### src/rtl/lcd_result_formatter.sv
// Formats a signed 16-bit result as an LCD byte stream: cursor command, sign, five ASCII digits.
// Optional feature macro: LCD_FMT_ZERO_BLANK_EN (leading zeros among digits 10^4..10^1 sent as spaces).
module lcd_result_formatter #(
    parameter logic [7:0] CURSOR_CMD = 8'hC0,
    parameter logic [7:0] PLUS_CHAR  = 8'h2B
) (
    input  logic        clk,
    input  logic        reset,
    input  logic [15:0] value,
    input  logic        start,
    output logic        busy,
    output logic        done,
    output logic [7:0]  out_data,
    output logic        out_valid,
    output logic        out_is_cmd,
    input  logic        out_ready
);

    localparam int unsigned VAL_W  = 16;
    localparam int unsigned BCD_W  = 20;
    localparam int unsigned DIGITS = 5;
    localparam int unsigned BYTES  = 7;
    localparam logic [2:0]  LAST_IDX  = 3'(BYTES - 1);
    localparam logic [3:0]  LAST_STEP = 4'(VAL_W - 1);
    localparam logic [7:0]  MINUS_CHAR = 8'h2D;
    localparam logic [7:0]  ZERO_CHAR  = 8'h30;

    typedef enum logic [1:0] {IDLE, CONVERT, SEND, FINISH} state_t;

    state_t             state, state_d;
    logic [3:0]         cnt, cnt_d;
    logic [BCD_W-1:0]   bcd, bcd_d;
    logic [VAL_W-1:0]   mag, mag_d;
    logic               sign, sign_d;
    logic [2:0]         idx, idx_d, next_idx;
    logic [7:0]         data_d;
    logic               valid_d, is_cmd_d, busy_d, done_d;

    // Double-dabble correction: every BCD nibble >= 5 gets +3 before the shift.
    function automatic logic [BCD_W-1:0] dabble_adjust(input logic [BCD_W-1:0] b);
        logic [BCD_W-1:0] r;
        r = b;
        for (int i = 0; i < int'(DIGITS); i++) begin
            if (b[i*4 +: 4] >= 4'd5) r[i*4 +: 4] = b[i*4 +: 4] + 4'd3;
        end
        return r;
    endfunction

    // Returns {is_cmd, byte} for a given position in the 7-byte sequence.
    function automatic logic [8:0] byte_for(input logic [2:0] i, input logic [BCD_W-1:0] b,
                                            input logic s);
        logic [3:0] d;
        logic       blank;
        blank = 1'b0;
        case (i)
            3'd2:    d = b[19:16];
            3'd3:    d = b[15:12];
            3'd4:    d = b[11:8];
            3'd5:    d = b[7:4];
            default: d = b[3:0];
        endcase
`ifdef LCD_FMT_ZERO_BLANK_EN
        case (i)
            3'd2:    blank = (b[19:16] == 4'd0);
            3'd3:    blank = (b[19:12] == 8'd0);
            3'd4:    blank = (b[19:8] == 12'd0);
            3'd5:    blank = (b[19:4] == 16'd0);
            default: blank = 1'b0;
        endcase
`endif
        case (i)
            3'd0:    return {1'b1, CURSOR_CMD};
            3'd1:    return {1'b0, (s ? MINUS_CHAR : PLUS_CHAR)};
            default: return {1'b0, (blank ? 8'h20 : ZERO_CHAR + 8'(d))};
        endcase
    endfunction

    always_comb begin
        state_d  = state;
        cnt_d    = cnt;
        bcd_d    = bcd;
        mag_d    = mag;
        sign_d   = sign;
        idx_d    = idx;
        data_d   = out_data;
        valid_d  = out_valid;
        is_cmd_d = out_is_cmd;
        done_d   = 1'b0;
        next_idx = idx + 3'd1;

        case (state)
            IDLE: begin
                if (start) begin
                    sign_d  = value[15];
                    mag_d   = value[15] ? 16'(~value + 16'd1) : value;
                    bcd_d   = '0;
                    cnt_d   = '0;
                    state_d = CONVERT;
                end
            end
            CONVERT: begin
                {bcd_d, mag_d} = {dabble_adjust(bcd), mag} << 1;
                cnt_d = cnt + 4'd1;
                if (cnt == LAST_STEP) begin
                    idx_d   = '0;
                    state_d = SEND;
                end
            end
            SEND: begin
                // First SEND cycle only loads byte 0; later cycles advance on accepted transfers.
                if (!out_valid) begin
                    valid_d              = 1'b1;
                    {is_cmd_d, data_d}   = byte_for(idx, bcd, sign);
                end else if (out_ready) begin
                    if (idx == LAST_IDX) begin
                        valid_d  = 1'b0;
                        is_cmd_d = 1'b0;
                        idx_d    = '0;
                        state_d  = FINISH;
                    end else begin
                        idx_d              = next_idx;
                        {is_cmd_d, data_d} = byte_for(next_idx, bcd, sign);
                    end
                end
            end
            FINISH: begin
                done_d  = 1'b1;
                state_d = IDLE;
            end
            default: state_d = IDLE;
        endcase

        busy_d = (state_d != IDLE);
    end

    always_ff @(posedge clk) begin
        if (!reset) begin
            state      <= IDLE;
            cnt        <= '0;
            bcd        <= '0;
            mag        <= '0;
            sign       <= 1'b0;
            idx        <= '0;
            out_data   <= 8'h00;
            out_valid  <= 1'b0;
            out_is_cmd <= 1'b0;
            busy       <= 1'b0;
            done       <= 1'b0;
        end else begin
            state      <= state_d;
            cnt        <= cnt_d;
            bcd        <= bcd_d;
            mag        <= mag_d;
            sign       <= sign_d;
            idx        <= idx_d;
            out_data   <= data_d;
            out_valid  <= valid_d;
            out_is_cmd <= is_cmd_d;
            busy       <= busy_d;
            done       <= done_d;
        end
    end

endmodule
### config.mk
export PLATFORM = sky130hd
export DESIGN_NAME = lcd_result_formatter
export DESIGN_NICKNAME = d
export VERILOG_FILES = /design/src/rtl/lcd_result_formatter.sv
export SDC_FILE = /design/constraint.sdc
export NUM_CORES = 1
export LEC_CHECK = 0
export ABC_CLOCK_PERIOD_IN_PS = 3500
export BUFFER_PORTS_ARGS = -buffer_cell sky130_fd_sc_hd__buf_2
export CORE_MARGIN = 2
export CORE_UTILIZATION = 64
export DETAILED_ROUTE_END_ITERATION = 6
export GPL_ROUTABILITY_DRIVEN = 0
export GPL_TIMING_DRIVEN = 0
export PLACE_DENSITY = 0.89
export SYNTH_ARGS = -nofsm -noshare
export SYNTH_HDL_FRONTEND = slang
export SYNTH_SLANG_ARGS = --single-unit
### constraint.sdc
create_clock -name clk -period 3.5 [get_ports clk]
set_input_delay 0.525 -clock clk [delete_from_list [all_inputs] [get_ports clk]]
set_output_delay 0.525 -clock clk [all_outputs]
set_load 0.005 [all_outputs]
==> results.toml <==
[run_status]
status = "finished, violations left"
violations = "design-rule violations"

[clock_tree]
clk_pin_slew_ns = 0.08
cts_hold_buffers = 0
clockBufferDepth = 2
clk_latency_ns = 0.35
htree_num_levels = 3
cts_buffers = 9
postCtsSetupBuffers = 0
clock-sinks = 57
cts_resized = 0
cts_root_buffer = "clkbuf_8"
cts_tree = "yes"

[timing]
maxSlewViolCount = 0
setup_violations = 0
fin_crit_sh_pct = 80.7
grt_setup_unrepaired = "false"
setup_tns_ns = 0
finalCriticalPeriod_ns = 2.82
setup_slack_ns = 0.677
finClkSkew_ns = 0.00604
hold_viol = 0
slew_headroom_pct = 28.2
holdWs_ns = 0.426
max_freq_mhz = 354
tightest_slew_ns = 1.08

[route]
routed_via_density = 6.56
final_antenna_net_count = 0
vias = 3732
drtIter0Drc = 590
wl_per_cell_um = 17.9
totalWireLength_um = 10200
drc_errors = 14
drtPass1Iterations = 7

[die]
io_pins = 32
num_rows = 27
die_y_um = 79.6
start_util_pct = 66.3
fp.dieW_um = 79.6
dieArea_um2 = 6330
core_um2 = 5510

[critical_path]
cp_max_fo = 10
regToRegEndpoint = "out_data[1]"
critPathMaxStageDelay_ns = 0.41
slowest_stage = "dfxtp_1"
worstPathRequired_ns = 3.73
rrSetupSlack_ns = 0.68
crit_start = "idx[0]"
worstPathCellList = "clkbuf_1 > nand2_1 > inv_1 > ha_1 > clkbuf_1 > nand2b_1 > o211ai_1 > o311a_1 > o32ai_1 > o31ai_1"
worstReg2RegStart = "idx[0]"
ff2ff_path_depth = 10
worstPathArrival_ns = 3.05
critical_path_class = "flip-flop to flip-flop"
crit_top_cell = "clkbuf_1"
start_kind = "flip-flop"
end_kind = "flip-flop"

[power_and_ir_drop]
p_leak_nw = 1.45
irDropWorstVdd_mv = 0.395
power.density_nw_per_um2 = 361

[layout]
layout_common_cells = "57 x dfxtp_1, 37 x nor2b_1, 33 x nand2_1"
nNetsFinal = 526
antennaDiodeCount = 0
drive_above_1_share_pct = 12.3
final_common_cell = "dfxtp_1"
utilization_pct = 74.4
syn_to_final_growth_pct = 12.1

[synthesis]
synth_area_per_cell_um2 = 8.10
ys_types = 52
synth_seq_cells = 57
yosys_warnings = 0
yosysSeqAreaShare_pct = 31.2
synthesis.nets = 485
synth_top_flop_cell = "dfxtp_1"
synth_edf_count = 0
syn_inst = 451
syn_area_um2 = 3650
synthArstFlopShare_pct = 0

[global_routing]
grt_max_degree = 13
antenna_found_initial = 0
grt_use_total_pct = 33.0
grt_overflow = 0
grt_pass1_vias = 3382
grt_pass1_wl_um = 16400

[worst_hold_path]
min_to = "busy"
min_path_type = "input pin to flip-flop"
worstHoldStart = "start"
holdPathStages = 3

[place]
port_buffers = 30
place_ws_ns = 0.860
detailed_place_hpwl_um = 7020

[run]
max-cap-violations = 0
## flip-flops by register name, summed over array words and instances, names as in the netlist
register / cells
bcd: 20
busy: 1
cnt: 4
done: 1
idx: 3
mag: 16
out_data: 7
out_is_cmd: 1
out_valid: 1
sign: 1
state: 2
## how the worst max path moves through the flow
| stage | end | slack [ns] | cells past startpoint |
|---|---|---|---|
| 3_5_place_dp | out_data[1] | 0.86 | 10 |
| 5_1_grt | out_data[1] | 0.52 | 10 |
| 2_1_floorplan | out_data[1] | 1.39 | 10 |
| 6_report | out_data[1] | 0.68 | 10 |
| 3_3_place_gp | out_data[1] | 0.88 | 10 |
| 4_1_cts | out_data[1] | 0.83 | 10 |
## critical path: cells and delay by family (launching register included)
family / cells / cell delay, ns
compound gates: 4 / 0.79
fa+ha+maj: 1 / 0.15
simple gates: 2 / 0.49
buf+inv: 3 / 0.85
flops: 1 / 0.41
## layer usage
metal	GRT usage, %	wire length [um]	vias to the layer above
li1	-	-	1733
met4	14.3	293	0
met2	50.3	4630	229
met3	6.33	999	32
met5	0	0	-
met1	45.2	4280	1738
## cells in the mapped netlist, types with 3 or more instances
cell type | n | area share [%]
xnor2_1 | 17 | 4.1
a21boi_0 | 8 | 1.6
clkbuf_1 | 32 | 3.3
o22ai_1 | 4 | 0.68
nor3_1 | 10 | 1.4
nand3_1 | 15 | 2.1
o311ai_0 | 6 | 1.4
a31oi_1 | 3 | 0.51
nor4_1 | 3 | 0.51
a211oi_1 | 5 | 1.0
o32ai_1 | 3 | 0.72
o41ai_2 | 4 | 1.8
dfxtp_1 | 57 | 31
o211ai_1 | 6 | 1.2
or3_1 | 5 | 0.86
mux2i_1 | 5 | 1.4
nor2_1 | 20 | 2.1
a222oi_1 | 13 | 3.6
o31ai_1 | 7 | 1.4
nand2b_1 | 15 | 2.6
nand3b_1 | 3 | 0.62
o21ai_0 | 31 | 4.2
a21oi_1 | 14 | 1.9
nand2_1 | 33 | 3.4
inv_1 | 19 | 2.0
a22oi_1 | 17 | 3.5
and2_1 | 9 | 1.5
nor2b_1 | 37 | 6.3
mux2_2 | 3 | 0.92
ha_1 | 14 | 4.8
or2_2 | 3 | 0.51
nand4_1 | 3 | 0.51
## cells by family (layout without fill, tap and decap cells)
| group | Yosys count | after routing | synth area share [%] |
|---|---|---|---|
| AOI/OAI and AO/OA | 137 | 137 | 27.6 |
| DFF | 57 | 57 | 31.2 |
| adders and majority gates | 14 | 14 | 4.79 |
| and+or+nand+nor | 162 | 162 | 23.7 |
| buffers and inverters | 54 | 100 | 5.86 |
| muxes | 8 | 8 | 2.29 |
| xor gates and xnor gates | 19 | 19 | 4.55 |
## stage by stage
step | total power, W | instances | instance area, um^2
after floorplan | 0.000789 | 451 | 3650
after global placement | 0.000838 | 553 | 3890
after detailed placement | 0.000845 | 553 | 3890
after CTS | 0.00148 | 569 | 4100
after global routing | 0.00152 | 569 | 4100
final | 0.00148 | 569 | 4100
## final cells by class
| cell class | count | area [um^2] |
|---|---|---|
| Timing Repair Buffer | 30 | 150 |
| Fill cell | 402 | 1410 |
| Sequential cell | 57 | 1140 |
| Clock buffer | 9 | 124 |
| Buffer | 35 | 143 |
| Inverter | 19 | 71.3 |
| Multi-Input combinational cell | 340 | 2300 |
| Tap cell | 72 | 90.1 |
| Clock inverter | 7 | 78.8 |
## power breakdown
group | leakage [nW] | switching, W | internal (W)
combinational | 0.897 | 0.0000976 | 0.0000606
clock | 0.0925 | 0.000311 | 0.000334
sequential | 0.462 | 0.0000109 | 0.000666
Power figures use the tool's default switching activity.
